$ cat config.mk
export PLATFORM = sky130hd
export DESIGN_NAME = wb_cpu_bus_master
export DESIGN_NICKNAME = d
export VERILOG_FILES = /design/src/rtl/wb_cpu_bus_master_pkg.sv /design/src/rtl/wb_cpu_bus_master_lane_steer.sv /design/src/rtl/wb_cpu_bus_master.sv
export SDC_FILE = /design/constraint.sdc
export NUM_CORES = 1
export LEC_CHECK = 0
export CAP_MARGIN = 40
export CORE_MARGIN = 2
export CORE_UTILIZATION = 41
export DETAILED_ROUTE_END_ITERATION = 8
export PLACE_DENSITY = 0.77
export SLEW_MARGIN = 30
export SYNTH_ARGS = -nofsm -noshare
export SYNTH_HDL_FRONTEND = slang
export SYNTH_SLANG_ARGS = --single-unit
$ cat constraint.sdc
create_clock -name CLK_I -period 2.45 [get_ports CLK_I]
set_clock_uncertainty 0.05 [all_clocks]
set_input_delay 0.245 -clock CLK_I [delete_from_list [all_inputs] [get_ports CLK_I]]
set_output_delay 0.245 -clock CLK_I [all_outputs]
set_load 0.005 [all_outputs]
$ cat src/rtl/wb_cpu_bus_master_pkg.sv
// Shared bus definitions for the CPU-to-Wishbone master: operation codes,
// completion error codes and FSM state encoding.
package wb_cpu_bus_master_pkg;

    localparam logic [3:0] BUSOP_READB  = 4'h0;
    localparam logic [3:0] BUSOP_READBU = 4'h1;
    localparam logic [3:0] BUSOP_READH  = 4'h2;
    localparam logic [3:0] BUSOP_READHU = 4'h3;
    localparam logic [3:0] BUSOP_READW  = 4'h4;
    localparam logic [3:0] BUSOP_READT  = 4'h5;
    localparam logic [3:0] BUSOP_WRITEB = 4'h8;
    localparam logic [3:0] BUSOP_WRITEH = 4'h9;
    localparam logic [3:0] BUSOP_WRITEW = 4'hA;
    localparam logic [3:0] BUSOP_WRITET = 4'hB;

    localparam logic [1:0] BUSERR_NONE     = 2'd0;
    localparam logic [1:0] BUSERR_MISALIGN = 2'd1;
    localparam logic [1:0] BUSERR_BUS      = 2'd2;
    localparam logic [1:0] BUSERR_TIMEOUT  = 2'd3;

    typedef enum logic [1:0] {
        ST_IDLE = 2'd0,
        ST_BUS  = 2'd1,
        ST_RESP = 2'd2
    } state_t;

    // Unknown op codes collapse to a byte read, as the legacy master did.
    function automatic logic [3:0] busop_norm(input logic [3:0] op);
        case (op)
            BUSOP_READB, BUSOP_READBU, BUSOP_READH, BUSOP_READHU,
            BUSOP_READW, BUSOP_READT, BUSOP_WRITEB, BUSOP_WRITEH,
            BUSOP_WRITEW, BUSOP_WRITET: busop_norm = op;
            default:                    busop_norm = BUSOP_READB;
        endcase
    endfunction

endpackage

$ cat src/rtl/wb_cpu_bus_master_lane_steer.sv
// Byte-lane steering: alignment check, byte selects, write data placement
// and read data extraction/extension for one bus operation.
module wb_lane_steer
    import wb_cpu_bus_master_pkg::*;
#(
    parameter int DATA_W = 32
) (
    input  logic [3:0]                  i_op,
    input  logic [$clog2(DATA_W/8)-1:0] i_off,
    input  logic [31:0]                 i_wdata,
    input  logic [DATA_W-1:0]           i_rdata,
    output logic                        o_misalign,
    output logic                        o_we,
    output logic [DATA_W/8-1:0]         o_sel,
    output logic [DATA_W-1:0]           o_wdata,
    output logic [31:0]                 o_rdata
);

    localparam int SEL_W = DATA_W / 8;

    logic [3:0]       w_op;
    logic [SEL_W-1:0] w_base;
    logic [31:0]      w_r;

    assign w_op    = busop_norm(i_op);
    assign o_we    = w_op[3];
    assign o_sel   = w_base << i_off;
    assign o_wdata = DATA_W'(i_wdata) << {i_off, 3'b000};
    assign w_r     = 32'(i_rdata >> {i_off, 3'b000});

    // Base lane mask and alignment requirement per access size.
    always_comb begin
        w_base     = SEL_W'(4'h1);
        o_misalign = 1'b0;
        case (w_op)
            BUSOP_READH, BUSOP_READHU, BUSOP_WRITEH: begin
                w_base     = SEL_W'(4'h3);
                o_misalign = i_off[0];
            end
            BUSOP_READW, BUSOP_WRITEW: begin
                w_base     = SEL_W'(4'hF);
                o_misalign = |i_off[1:0];
            end
            BUSOP_READT, BUSOP_WRITET: begin
                w_base     = SEL_W'(4'h5);
                o_misalign = |i_off[1:0];
            end
            default: begin
                w_base     = SEL_W'(4'h1);
                o_misalign = 1'b0;
            end
        endcase
    end

    // Sign/zero extension of the lane-shifted read data.
    always_comb begin
        o_rdata = w_r;
        case (w_op)
            BUSOP_READB:  o_rdata = {{24{w_r[7]}}, w_r[7:0]};
            BUSOP_READBU: o_rdata = {24'b0, w_r[7:0]};
            BUSOP_READH:  o_rdata = {{16{w_r[15]}}, w_r[15:0]};
            BUSOP_READHU: o_rdata = {16'b0, w_r[15:0]};
            BUSOP_READT:  o_rdata = {28'b0, w_r[3:0]};
            default:      o_rdata = w_r;
        endcase
    end

endmodule

$ cat src/rtl/wb_cpu_bus_master.sv
// CPU load/store to Wishbone B4 classic master: single outstanding access,
// registered bus outputs, ERR_I handling and a bus timeout watchdog.
module wb_cpu_bus_master
    import wb_cpu_bus_master_pkg::*;
#(
    parameter int DATA_W      = 32,
    parameter int ADDR_W      = 32,
    parameter int TIMEOUT_CYC = 255
) (
    input  logic                CLK_I,
    input  logic                RST_N_I,
    input  logic                I_en,
    input  logic [3:0]          I_op,
    input  logic [ADDR_W-1:0]   I_addr,
    input  logic [31:0]         I_data,
    output logic [31:0]         O_data,
    output logic                O_busy,
    output logic                O_done,
    output logic                O_err,
    output logic [1:0]          O_err_code,
    input  logic                ACK_I,
    input  logic                ERR_I,
    input  logic [DATA_W-1:0]   DAT_I,
    output logic [ADDR_W-1:0]   ADR_O,
    output logic [DATA_W-1:0]   DAT_O,
    output logic [DATA_W/8-1:0] SEL_O,
    output logic                CYC_O,
    output logic                STB_O,
    output logic                WE_O
);

    localparam int SEL_W = DATA_W / 8;
    localparam int OFF_W = $clog2(SEL_W);
    // A disabled watchdog still keeps a 1-bit counter so no zero-width vector exists.
    localparam int CNT_W = (TIMEOUT_CYC > 0) ? $clog2(TIMEOUT_CYC + 1) : 1;

    state_t              r_state;
    state_t              w_state_nxt;
    logic [3:0]          r_op;
    logic [OFF_W-1:0]    r_off;
    logic [CNT_W-1:0]    r_cnt;
    logic                r_cyc;
    logic                r_stb;
    logic                r_we;
    logic [ADDR_W-1:0]   r_adr;
    logic [SEL_W-1:0]    r_sel;
    logic [DATA_W-1:0]   r_dat_o;
    logic [31:0]         r_data;
    logic [1:0]          r_err_code;

    logic [3:0]          w_op;
    logic [OFF_W-1:0]    w_off;
    logic                w_misalign;
    logic                w_we;
    logic [SEL_W-1:0]    w_sel;
    logic [DATA_W-1:0]   w_wdata;
    logic [31:0]         w_rdata;
    logic [CNT_W-1:0]    w_cnt_nxt;
    logic                w_timeout;
    logic                w_bus_end;

    // In IDLE the steering looks at the incoming request; afterwards at the latched one.
    assign w_op  = (r_state == ST_IDLE) ? I_op : r_op;
    assign w_off = (r_state == ST_IDLE) ? I_addr[OFF_W-1:0] : r_off;

    wb_lane_steer #(
        .DATA_W (DATA_W)
    ) u_steer (
        .i_op       (w_op),
        .i_off      (w_off),
        .i_wdata    (I_data),
        .i_rdata    (DAT_I),
        .o_misalign (w_misalign),
        .o_we       (w_we),
        .o_sel      (w_sel),
        .o_wdata    (w_wdata),
        .o_rdata    (w_rdata)
    );

    assign w_cnt_nxt = r_cnt + CNT_W'(1);
    assign w_timeout = (TIMEOUT_CYC != 0) && (w_cnt_nxt == CNT_W'(TIMEOUT_CYC));
    assign w_bus_end = ERR_I || ACK_I || w_timeout;

    // FSM state register.
    always_ff @(posedge CLK_I or negedge RST_N_I) begin
        if (!RST_N_I) r_state <= ST_IDLE;
        else          r_state <= w_state_nxt;
    end

    // FSM next-state logic.
    always_comb begin
        w_state_nxt = r_state;
        case (r_state)
            ST_IDLE: if (I_en) w_state_nxt = w_misalign ? ST_RESP : ST_BUS;
            ST_BUS:  if (w_bus_end) w_state_nxt = ST_RESP;
            ST_RESP: w_state_nxt = ST_IDLE;
            default: w_state_nxt = ST_IDLE;
        endcase
    end

    // Bus output registers, request latch, watchdog and completion status.
    always_ff @(posedge CLK_I or negedge RST_N_I) begin
        if (!RST_N_I) begin
            r_op       <= '0;
            r_off      <= '0;
            r_cnt      <= '0;
            r_cyc      <= 1'b0;
            r_stb      <= 1'b0;
            r_we       <= 1'b0;
            r_adr      <= '0;
            r_sel      <= '0;
            r_dat_o    <= '0;
            r_data     <= '0;
            r_err_code <= BUSERR_NONE;
        end else begin
            case (r_state)
                ST_IDLE: begin
                    if (I_en) begin
                        r_op  <= I_op;
                        r_off <= I_addr[OFF_W-1:0];
                        r_cnt <= '0;
                        if (w_misalign) begin
                            r_err_code <= BUSERR_MISALIGN;
                        end else begin
                            r_err_code <= BUSERR_NONE;
                            r_cyc      <= 1'b1;
                            r_stb      <= 1'b1;
                            r_we       <= w_we;
                            r_adr      <= {I_addr[ADDR_W-1:OFF_W], {OFF_W{1'b0}}};
                            r_sel      <= w_sel;
                            r_dat_o    <= w_wdata;
                        end
                    end
                end
                ST_BUS: begin
                    r_cnt <= w_cnt_nxt;
                    if (w_bus_end) begin
                        r_cyc <= 1'b0;
                        r_stb <= 1'b0;
                        r_we  <= 1'b0;
                        r_sel <= '0;
                        // ERR_I takes priority over a simultaneous ACK_I.
                        if (ERR_I) begin
                            r_err_code <= BUSERR_BUS;
                        end else if (ACK_I) begin
                            r_err_code <= BUSERR_NONE;
                            if (!r_we) r_data <= w_rdata;
                        end else begin
                            r_err_code <= BUSERR_TIMEOUT;
                        end
                    end
                end
                default: ;
            endcase
        end
    end

    assign O_busy     = (r_state == ST_BUS);
    assign O_done     = (r_state == ST_RESP);
    assign O_err      = O_done && (r_err_code != BUSERR_NONE);
    assign O_err_code = O_done ? r_err_code : BUSERR_NONE;
    assign O_data     = r_data;
    assign CYC_O      = r_cyc;
    assign STB_O      = r_stb;
    assign WE_O       = r_we;
    assign ADR_O      = r_adr;
    assign SEL_O      = r_sel;
    assign DAT_O      = r_dat_o;

endmodule

==> metrics.yaml, run 1 <==
logic_synthesis:
  synth_edf_count: 0
  synth.distinct_cells: 68
  yosysWarningCount: 0
  async_flop_share_pct: 100
  synth_area_um2: 6010
  yosys_most_used_dff: "dfrtp_1"
  ys_ff_latch: 118
  synth_area_per_cell_um2: 9.55
  postSynthCellCount: 630
  ys_seq_area_share_pct: 49.1
timing:
  slew_headroom_pct: 58.5
  clock.fmax_mhz: 403
  rsz0062_at_grt: "true"
  period_minus_slack_ns: 2.48
  drv_slew: 0
  finalSetupViolCount: 30
  period_share_pct: 101
  fin_ws_ns: -0.0310
  hold_viol: 0
  worst_slew_pin_slew_ns: 0.618
floorplanning:
  die_x_um: 125
  start_util_pct: 41.7
  dieArea_um2: 15700
  core_area_um2: 14400
  num_rows: 44
  die_h_um: 125
  ios: 213
power_and_ir_drop:
  leakagePower_nw: 4.49
  powerDensity_nw_per_um2: 1380
  totalPowerFinal_mw: 13.8
  ir_worst_vdd_mv: 0.676
route:
  viasPerCell: 5.48
  dr.pass1.iters: 6
  drc_errors: 0
  routedWlPerCell_um: 19.3
  drtIter0Drc: 628
  routed_wirelength_mm: 21.4
  ant_nets: 0
  num_vias: 6059
worst_setup_path:
  reg2reg_depth: 8
  r2r_slack_ns: -0.03
  crit_required_ns: 2.70
  path_max_fanout: 6
  reg2reg_to: "ADR_O[13]"
  endpoint_kind: "flop"
  path_class: "flop to flop"
  critPathLaunchType: "flop"
  worstPathArrival_ns: 2.73
  r2r_start: "r_state[0]"
clocking:
  clockBufferDepth: 2
  cts_root_buf: "clkbuf_16"
  cts_tree: "built"
  clk_pin_slew_ns: 0.06
  numCtsBuffers: 17
  clk-insertion-delay-late_ns: 0.41
  clock_sink_count: 118
  h-tree-depth: 4
cells_and_area:
  fillers: 1047
  layout_common_cells: "clkdlybuf4s50_1, nand2_1, dfrtp_1"
  nets: 1016
  final_util_pct: 69.4
  mostFrequentLayoutCell: "clkdlybuf4s50_1"
  multi_input_area_um2: 3050
  drive_above_1_share_pct: 21.6
  antennaDiodeCount: 0
  area_growth_pct: 66.4
  regArea_um2: 2960
global_route:
  globalRouteOverflowTotal: 0
  grt_pass1_wl_mm: 30.7
  grt_start_max_net_pins: 60
  grt_antenna_before_repair: 0
  grt_usage_pct: 24.7
  grt_pass1_vias: 5581
placement:
  io_buffer_count: 210
  place_ws_ns: -0.286
  gp_congestion: 0.915
  post-dp-hpwl_mm: 13.9
run_status:
  violations: "setup timing"
  status: "finished with violations"
flow_run:
  cap_violations: 0
hold_path:
  hp-class: "input pin to async pin"
[cell families after synthesis]
family          Yosys count  synth area share (%)
simple gates            236                  17.6
compound gates          156                  16.5
flops                   118                  49.1
mux                      67                  12.3
buf+inv                  47                  3.64
xor+xnor                  3                 0.437
fa+ha+maj                 2                 0.416
other cells               1                0.0623
[area by class of cell]
type	instances	area share [%]
clock inverters	8	1.68
clock buffers	23	4.98
inverters	6	0.225
well taps	184	2.30
flip-flops and latches	118	29.5
repair buffers	300	30.8
multi-input cells	466	30.5
[per-layer routing]
layer	GRT usage, %	routed length [um]	vias to the layer above
met5	0	0	-
li1	-	-	2775
met4	9.67	570	0
met2	38.5	10300	276
met1	34.1	9240	2966
met3	4.96	1210	42
[flip-flops by register name (all words and copies together), names as in the netlist]
signal / cells
r_op: 4
O_data: 32
r_cnt: 8
ADR_O: 30
WE_O: 1
r_off: 2
r_err_code: 2
r_state: 2
STB_O: 1
SEL_O: 4
DAT_O: 32
[what timing repair did]
action,4_1_cts,5_1_grt
hold buffers,1,0
setup buffers,3,10
pin swaps,3,9
endpoints found under the hold margin,29,0
cloned,0,12
gates resized for setup,6,73
setup endpoints to repair,77,74
[how the worst max path moves through the flow]
stage / endpoint / from / cells after the start
final: ADR_O[13] / r_state[0] / 8
after global placement: O_data[17] / I_addr[1] / 7
after CTS: ADR_O[31] / r_state[0] / 7
after detailed placement: O_data[15] / I_addr[1] / 7
after floorplan: ADR_O[10] / r_state[1] / 7
after global routing: ADR_O[15] / r_state[0] / 8
[synth_stat cells, types with 5 or more instances]
library cell / instances / area, um2
o21ai_0: 49 / 245
a22o_1: 15 / 131
nand2b_1: 13 / 81.3
mux2_1: 29 / 327
mux2_2: 11 / 124
a31oi_1: 8 / 50.1
o211ai_1: 5 / 37.5
clkbuf_1: 19 / 71.3
mux2i_1: 25 / 250
nor3_1: 5 / 25.0
buf_2: 11 / 55.1
dfrtp_1: 118 / 2950
a21oi_1: 41 / 205
nor2_1: 45 / 169
inv_1: 6 / 22.5
o31ai_1: 9 / 67.6
nand3_1: 15 / 75.1
nand2_1: 126 / 473
[metrics by stage]
stage	instance area, um2	setup TNS [ns]	std cells	hold slack (ns)
after detailed placement	8720	-16.59	1048	0.167
final	10000	-0.484	1105	0.274
after CTS	9450	0	1083	0.279
after global placement	8720	-16.51	1048	0.162
after global routing	10000	-3.16	1105	0.322
after floorplan	6020	0	631	-0.101
[worst max-delay path, stage by stage, from the launching register on]
cell and delay, ns:
dfrtp_2 0.43, buf_6 0.14, or4bb_4 0.54, a221oi_2 0.28, o21bai_2 0.14, o211ai_4 0.14
buf_12 0.18, clkbuf_16 0.15, mux2_4 0.30
[power by group]
group	switching, mW	total, mW	internal, mW
Sequential	0.576	3.41	2.83
Clock	0.893	2.82	1.93
Combinational	3.30	7.55	4.25
(Power assumes the default switching activity.)
==> run 2: changes to the inputs <==
SLEW_MARGIN = 40   (was 30)
==> results of run 2 <==
Same layout as run 1: the final DEF is identical, and so are final timing and power.
